### src/rtl/bus_arbiter.sv
// bus_arbiter
//   Decides which tri-state block may drive the shared 8-bit BUS. Grants are
//   registered and one-hot. One dead (turnaround) cycle separates a new grant
//   from its output-enable. Priority rotates round-robin after every ownership.
//   Locked ownership is capped at MAX_HOLD drive cycles by a watchdog.
//
// Ports
//   clk           : system clock, rising edge
//   rst_n         : asynchronous active-low reset
//   req[N_REQ]    : per-requester bus request (level)
//   lock[N_REQ]   : per-requester hold, meaningful only together with req
//   clear_timeout : synchronous clear of the sticky timeout flag
//   grant[N_REQ]  : registered one-hot grant, zero when idle
//   drive_en[N_REQ]: registered one-hot output-enable, zero or equal to grant
//   owner[IDX_W]  : index of the granted requester, zero when not busy
//   busy          : a grant is asserted
//   timeout       : sticky, an ownership was cut by the watchdog
//
// Handshake: req is a level request; the requester owns the bus for every
// cycle in which its drive_en bit is high, and releases it by dropping req
// (or lock, for a single beat). There is no back-pressure on the grant.
module bus_arbiter #(
    parameter int N_REQ    = 4,
    parameter int MAX_HOLD = 8,
    parameter int IDX_W    = 2
) (
    input  logic             clk,
    input  logic             rst_n,
    input  logic [N_REQ-1:0] req,
    input  logic [N_REQ-1:0] lock,
    input  logic             clear_timeout,
    output logic [N_REQ-1:0] grant,
    output logic [N_REQ-1:0] drive_en,
    output logic [IDX_W-1:0] owner,
    output logic             busy,
    output logic             timeout
);

    localparam int CNT_W = $clog2(MAX_HOLD) + 1;
    localparam logic [CNT_W-1:0] HOLD_LAST = CNT_W'(MAX_HOLD - 1);

    typedef enum logic [1:0] {IDLE, TURN, OWN} state_t;

    state_t           state, state_n;
    logic [N_REQ-1:0] grant_n, drive_n;
    logic [IDX_W-1:0] owner_n, ptr, ptr_n, arb_base, win;
    logic             busy_n, timeout_n, wd_cut, own_exit;
    logic [CNT_W-1:0] cnt, cnt_n;

    function automatic logic [IDX_W-1:0] next_idx(input logic [IDX_W-1:0] i);
        if (int'(i) == N_REQ - 1) return '0;
        return IDX_W'(int'(i) + 1);
    endfunction

    // First set bit of r, scanning upward from base and wrapping.
    function automatic logic [IDX_W-1:0] pick(input logic [N_REQ-1:0] r,
                                               input logic [IDX_W-1:0] base);
        logic [IDX_W-1:0] idx, w;
        logic             found;
        idx   = base;
        w     = '0;
        found = 1'b0;
        for (int k = 0; k < N_REQ; k++) begin
            if (!found && r[idx]) begin
                w     = idx;
                found = 1'b1;
            end
            idx = next_idx(idx);
        end
        return w;
    endfunction

    function automatic logic [N_REQ-1:0] onehot(input logic [IDX_W-1:0] i);
        return N_REQ'(1) << i;
    endfunction

    // On an ownership exit the pointer moves past the owner at the same edge
    // as the re-arbitration, so the scan already starts from owner+1.
    assign arb_base = (state == OWN) ? next_idx(owner) : ptr;
    assign win      = pick(req, arb_base);

    always_comb begin
        state_n  = state;
        grant_n  = grant;
        drive_n  = drive_en;
        owner_n  = owner;
        busy_n   = busy;
        ptr_n    = ptr;
        cnt_n    = cnt;
        wd_cut   = 1'b0;
        own_exit = 1'b0;
        case (state)
            IDLE: begin
                drive_n = '0;
                if (|req) begin
                    grant_n = onehot(win);
                    owner_n = win;
                    busy_n  = 1'b1;
                    state_n = TURN;
                end
            end
            TURN: begin
                if (!req[owner]) begin
                    grant_n = '0;
                    owner_n = '0;
                    busy_n  = 1'b0;
                    ptr_n   = next_idx(owner);
                    state_n = IDLE;
                end else begin
                    drive_n = grant;
                    cnt_n   = '0;
                    state_n = OWN;
                end
            end
            OWN: begin
                cnt_n    = cnt + CNT_W'(1);
                own_exit = !req[owner] || !lock[owner] || (cnt == HOLD_LAST);
                // Only a cut of a still-wanted locked ownership counts as a
                // watchdog event; a natural release on the last cycle does not.
                wd_cut   = req[owner] && lock[owner] && (cnt == HOLD_LAST);
                if (own_exit) begin
                    ptr_n   = next_idx(owner);
                    drive_n = '0;
                    cnt_n   = '0;
                    if (|req) begin
                        grant_n = onehot(win);
                        owner_n = win;
                        state_n = TURN;
                    end else begin
                        grant_n = '0;
                        owner_n = '0;
                        busy_n  = 1'b0;
                        state_n = IDLE;
                    end
                end
            end
            default: begin
                state_n = IDLE;
                grant_n = '0;
                drive_n = '0;
                owner_n = '0;
                busy_n  = 1'b0;
                cnt_n   = '0;
            end
        endcase
        // Set wins over a simultaneous clear.
        timeout_n = wd_cut | (timeout & ~clear_timeout);
    end

    always_ff @(posedge clk or negedge rst_n) begin
        if (!rst_n) begin
            state    <= IDLE;
            grant    <= '0;
            drive_en <= '0;
            owner    <= '0;
            busy     <= 1'b0;
            timeout  <= 1'b0;
            ptr      <= '0;
            cnt      <= '0;
        end else begin
            state    <= state_n;
            grant    <= grant_n;
            drive_en <= drive_n;
            owner    <= owner_n;
            busy     <= busy_n;
            timeout  <= timeout_n;
            ptr      <= ptr_n;
            cnt      <= cnt_n;
        end
    end

    a_grant_onehot0 : assert property (@(posedge clk) disable iff (!rst_n)
        $onehot0(grant));
    a_drive_subset : assert property (@(posedge clk) disable iff (!rst_n)
        (drive_en == '0) || (drive_en == grant));
    a_no_drive_on_new_grant : assert property (@(posedge clk) disable iff (!rst_n)
        ((grant != '0) && (grant != $past(grant))) |-> (drive_en == '0));

endmodule

### config.mk
export PLATFORM = sky130hd
export DESIGN_NAME = bus_arbiter
export DESIGN_NICKNAME = d
export VERILOG_FILES = /design/src/rtl/bus_arbiter.sv
export SDC_FILE = /design/constraint.sdc
export NUM_CORES = 1
export LEC_CHECK = 0
export ABC_AREA = 1
export BUFFER_PORTS_ARGS = -buffer_cell sky130_fd_sc_hd__clkbuf_2
export CORE_UTILIZATION = 60
export DETAILED_ROUTE_END_ITERATION = 7
export GPL_ROUTABILITY_DRIVEN = 0
export PLACE_DENSITY = 0.94
export SLEW_MARGIN = 15
export SYNTH_ARGS = -nofsm -noshare
export SYNTH_HDL_FRONTEND = slang
export SYNTH_SLANG_ARGS = --single-unit
### constraint.sdc
create_clock -name clk -period 2.7 [get_ports clk]
set_input_delay 0.405 -clock clk [delete_from_list [all_inputs] [get_ports clk]]
set_output_delay 0.405 -clock clk [all_outputs]
set_load 0.005 [all_outputs]
==> results of run 1 <==
-- state kept, by name (all words and copies together), names as in the netlist --
name and flops:
busy 1, cnt 4, drive_en 4, grant 4
owner 2, ptr 2, state 2, timeout 1
-- per-layer routing --
layer | share of wire | up-vias
met1 | 0.46 | 626
met2 | 0.49 | 40
met4 | 0.0080 | 0
met5 | 0 | -
met3 | 0.043 | 4
li1 | - | 685
-- metrics by stage --
| stage | util | area [um2] | setup WS, ns | std cells | total power [mW] |
|---|---|---|---|---|---|
| after CTS | 0.724 | 1620 | 0.670 | 247 | 2.01 |
| final | 0.724 | 1620 | 0.655 | 247 | 2.02 |
| after detailed placement | 0.701 | 1570 | 0.719 | 243 | 1.74 |
| after global routing | 0.724 | 1620 | 0.480 | 247 | 2.18 |
| after global placement | 0.701 | 1570 | 0.749 | 243 | 1.70 |
| after floorplan | - | 1430 | 0.900 | 194 | 1.48 |
-- Yosys cell counts (all sizes together) --
library cell  count  area [um2]
buf               1        11.3
nor2             15        71.3
nand2            78         394
a21boi            1        7.51
nor3b             1        12.5
a21oi             3        15.0
inv              22        82.6
ha                2        25.0
dfrtp            20         500
o21ai            15        78.8
nor4              1        6.26
o211ai            1        7.51
o31ai             1        7.51
a22o              1        8.76
nor3              3        20.0
nand4             5        37.5
nand3            22         125
mux2              1        11.3
xor2              1        8.76
-- final timing paths --
check / end / slack (ns) / cells past startpoint / from
worst max-delay path: grant[0] / 0.65 / 15 / owner[0]
worst min-delay path: drive_en[0] / 0.03 / 1 / rst_n
worst max register to register: grant[0] / 0.65 / 15 / owner[0]
worst min register to register: drive_en[2] / 0.49 / 2 / drive_en[2]
max in group asynchronous: grant[2] / 2.34 / 1 / rst_n
min in group clk: timeout / 0.28 / 2 / clear_timeout
-- report_power, final --
part	switching [mW]	internal, mW
Clock	0.0955	0.150
Sequential	0.0991	0.386
Combinational	0.874	0.416
Total	1.07	0.952
-- final cells by class --
cell class / count / area (um2)
Multi-Input combinational cell: 151 / 837
Sequential cell: 20 / 500
Tap cell: 28 / 35.0
Clock buffer: 3 / 22.5
Clock inverter: 1 / 30.0
Timing Repair Buffer: 22 / 110
Inverter: 22 / 82.6
Fill cell: 179 / 616
-- logic make-up (layout without fill, tap and decap cells) --
group / count (synthesis) / in the layout / share of synthesized area
xor gates and xnor gates: 1 / 1 / 0.00612
buffers and inverters: 23 / 48 / 0.0656
and+or+nand+nor: 125 / 125 / 0.466
DFF: 20 / 20 / 0.350
muxes: 1 / 1 / 0.00787
adders and majority gates: 2 / 2 / 0.0175
AOI/OAI and AO/OA: 22 / 22 / 0.0874
==> impl_metrics.yaml, run 1 <==
clock_tree:
  cts_max_level: 1
  cts_hold_buffers: 0
  numCtsBuffers: 3
  cts_root_buf: "clkbuf_4"
  clock_path_buffers: 2
  post_cts_resized: 0
  clk_pin_slew_ns: 0.12
  insertion_delay_ns: 0.30
  cts_tree: "built"
  cts.sinks: 20
  cts_setup_buffers: 0
setup_path:
  worstSetupPathType: "reg -> reg"
  path_cells: "ha_1 > inv_1 > nand3_1 > nand2_2 > nand2_1 > nand2_2 > nand2_1 > nand2_2 > nand2_1 > nand2_1 > nand3_2 > nand2_2 > nor2_2 > nand2_1 > nand2_1"
  slowest_stage: "dfrtp_1"
  cp_max_fo: 9
  cp_num_buf_inv: 1
  path_delay_family: "simple AND/OR/NAND/NOR gates"
  cp-start-kind: "register"
  max_stage_delay_ns: 0.48
  crit_required_ns: 2.90
  cp_common_cell: "nand2_1"
  worstSetupEndpointType: "register"
  arrival_ns: 2.25
routing:
  ant_nets: 0
  routed_wl_mm: 3.11
  vias: 1355
  drtPass1Iterations: 4
  drc_errors: 0
  detail_route.wl_per_cell_um: 12.6
  viasPerCell: 5.49
  dr.first_iter.drc_count: 57
grt:
  grt_pass1_wl_mm: 5.33
  grt_pass1_vias: 1214
  grt_max_degree: 21
  grt-busiest-layer: "met2"
  met3_usage: 0.0208
  grt_use_total: 0.270
  met1_usage: 0.380
  use_met2: 0.458
  antenna_found_initial: 0
  gr-total-overflow: 0
pwr:
  ir_worst_vdd_mv: 0.908
  powerDensity_nw_per_um2: 1250
  p_leak_nw: 0.889
status:
  status: "completed"
place:
  place_hpwl_mm: 2.40
  io_buffers: 22
timing:
  max_clock_freq_mhz: 489
  fin_crit_ns: 2.05
  grt_setup_unrepaired: "false"
  period_share: 0.758
  holdWs_ns: 0.0325
  tightest_slew_ns: 0.676
  finalSetupViolCount: 0
  setup-tns-final_ns: 0
  slew_violations: 0
  hold_viol: 0
  finalClockSkew_ns: 0.00683
  slew-limit-headroom: 0.546
floorplan:
  die_x_um: 50.8
  ios: 23
  core-area_um2: 2230
  start_util: 0.641
  die_area_um2: 2580
  rows: 17
  die_y_um: 50.8
layout:
  drive_gt1_frac: 0.283
  final_net_count: 233
  final_common_cell: "nand2_1"
  mostFrequentLayoutCells: "nand2_1, clkbuf_2, dfrtp_1"
  syn_to_final_growth_pct: 13.0
  num_antenna_cells: 0
logic_synthesis:
  syn_area_um2: 1430
  synth_seq_cells: 20
  syn_nets: 207
  synth.distinct_cells: 30
  ys_warn_count: 0
  yosysSeqAreaShare: 0.350
  avgSynthCellArea_um2: 7.38
  netlist_instances: 194
run:
  maxCapViolations: 0
min_path:
  hold_path.class: "in -> async"
(Power assumes the default switching activity.)
==> inputs of run 2 (changes only) <==
- CORE_UTILIZATION: 60 -> 50
- PLACE_DENSITY: 0.94 -> 0.85
- clock period: 2.7 -> 1.7 ns (I/O delays scaled with it)
==> run 2 against run 1 <==
The flow now finishes with violations (setup timing). Final cell count grew 16%. Critical path depth shrank 3. Total power grew 110%. First-iteration DRC count grew to 2.7 times the previous value. Sequential share of layout area shrank 6.6 points. Die area grew 19%. Sequential cell count is the same. Cell area grew 28%. Hold slack gained 0.084 ns. Count of clock-buffer cells in the layout grew 1. Clock power grew 13%.
==> impl_metrics.yaml, run 2 (same netlist as run 1, synthesis figures left out) <==
clock_tree:
  clock_path_buffers: 2
  cts.sinks: 20
  cts_tree: "built"
  cts_max_level: 1
  numCtsBuffers: 3
  cts_root_buf: "clkbuf_4"
  insertion_delay_ns: 0.30
  clk_pin_slew_ns: 0.12
setup_path:
  max_stage_delay_ns: 0.46
  timing.rr.start: "owner[1]"
  rrSetupSlack_ns: -0.24
  rr_worst_depth: 12
  path_cells: "ha_4 > inv_2 > nand3_2 > nand2_4 > buf_4 > nand3_1 > nand2_1 > nand3_2 > nand3_2 > nand2_4 > nand2_1 > o21ai_1"
  worstSetupEndpointType: "register"
  cp-start-kind: "register"
  cp_max_fo: 6
  slowest_stage: "dfrtp_2"
  worstSetupPathType: "reg -> reg"
  cp_common_cell: "nand3_2"
  crit_required_ns: 1.90
  timing.rr.end: "owner[0]"
  arrival_ns: 2.14
place:
  place_hpwl_mm: 2.56
  io_buffers: 22
  dp_cells: 271
timing:
  slew-limit-headroom: 0.570
  setup-tns-final_ns: -1.45
  finalSetupViolCount: 10
  fin_crit_ns: 1.94
  finalClockSkew_ns: 0.0118
  layout_setup_ws_ns: -0.241
  hold_viol: 0
  grt_setup_unrepaired: "true"
  max_clock_freq_mhz: 515
  tightest_slew_ns: 0.639
  period_share: 1.14
  slew_violations: 0
layout:
  fin_util: 0.755
  drive_gt1_frac: 0.478
  syn_to_final_growth_pct: 44.2
  instances_no_fill: 286
  mostFrequentLayoutCells: "nand2_1, buf_4, clkbuf_2"
  num_antenna_cells: 0
  reg.largest.list: "cnt: 4 flops, drive_en: 4 flops, grant: 4 flops"
  final_common_cell: "nand2_1"
  final_net_count: 269
status:
  status: "finished with violations"
  violations: "setup timing"
floorplan:
  start_util: 0.524
  ios: 23
  core-area_um2: 2730
  die_area_um2: 3080
  rows: 19
  die_x_um: 55.5
  die_y_um: 55.5
grt:
  antenna_found_initial: 0
  grt_max_degree: 21
  grt_pass1_wl_mm: 5.79
  grt_use_total: 0.232
  gr-total-overflow: 0
  grt_pass1_vias: 1363
routing:
  viasPerCell: 5.57
  ant_nets: 0
  drtPass1Iterations: 5
  vias: 1593
  detail_route.wl_per_cell_um: 14.2
  dr.first_iter.drc_count: 156
  routed_wl_mm: 4.05
  drc_errors: 0
pwr:
  powerDensity_nw_per_um2: 2050
  p_leak_nw: 1.10
  power_mw: 4.22
  ir_worst_vdd_mv: 1.41
min_path:
  hold_path.class: "in -> reg"
  hp-start: "clear_timeout"
  min_to: "timeout"
  hold-path-cell-count: 2
run:
  maxCapViolations: 0
-- run 2: cell types whose count changed in the layout (fill, tap and decap cells not counted), moves of 3 or more --
cell / previous run / this run
buf_4: 0 / 30
buf_6: 0 / 4
nand2_1: 57 / 45
nand2_2: 13 / 16
nand2_4: 7 / 15
nor2_1: 11 / 8
o21ai_0: 12 / 6
o21ai_1: 2 / 8
-- run 2: worst max path at each step --
stage / slack [ns] / from / end / cells after the start
3_5_place_dp: -0.12 / owner[0] / grant[0] / 15
4_1_cts: -0.13 / owner[0] / grant[0] / 14
3_3_place_gp: -0.11 / owner[0] / grant[0] / 15
2_1_floorplan: 0.004 / owner[0] / grant[2] / 14
5_1_grt: -0.35 / owner[0] / grant[0] / 12
6_report: -0.24 / owner[1] / owner[0] / 12
-- run 2: routing by layer --
metal / vias to the layer above / GRT usage / part of all wire / wire length [um]
met5: - / 0 / 0 / 0
met4: 0 / 0.0286 / 0.0074 / 30
met3: 8 / 0.0468 / 0.070 / 282
met2: 76 / 0.396 / 0.48 / 1960
met1: 752 / 0.313 / 0.44 / 1780
li1: 757 / - / - / -
-- run 2: what timing repair did --
item	CTS	global route
setup endpoints to repair	13	17
hold endpoints to repair	20	0
setup buffers	4	6
hold buffers	1	0
pin swaps	11	17
resized for setup	7	31
-- run 2: per-stage QoR --
stage	worst slack, ns	hold WS, ns	instance area (um2)
after floorplan	0.00438	-0.0406	1460
after global placement	-0.110	0.234	1800
after detailed placement	-0.117	0.241	1800
after CTS	-0.133	0.116	1900
after global routing	-0.347	0.115	2060
final	-0.241	0.117	2060
-- run 2: layout make-up --
| class | count | area, um2 |
|---|---|---|
| Inverter | 22 | 82.6 |
| Tap cell | 31 | 38.8 |
| Fill cell | 177 | 669 |
| Timing Repair Buffer | 58 | 410 |
| Multi-Input combinational cell | 151 | 993 |
| Sequential cell | 20 | 503 |
| Clock buffer | 4 | 36.3 |
-- run 2: critical path, delay by kind of cell, from the launching register on --
| family | cells | cell delay, ns |
|---|---|---|
| AND/OR/NAND/NOR | 8 | 0.85 |
| flip-flops | 1 | 0.46 |
| adder cells (fa/ha/maj) | 1 | 0.26 |
| buffers and inverters | 2 | 0.19 |
| AO/OA/AOI/OAI | 1 | 0.08 |
-- run 2: power breakdown --
group / switching (mW) / internal (mW)
clock network: 0.145 / 0.131
registers: 0.148 / 0.617
logic: 1.84 / 1.34
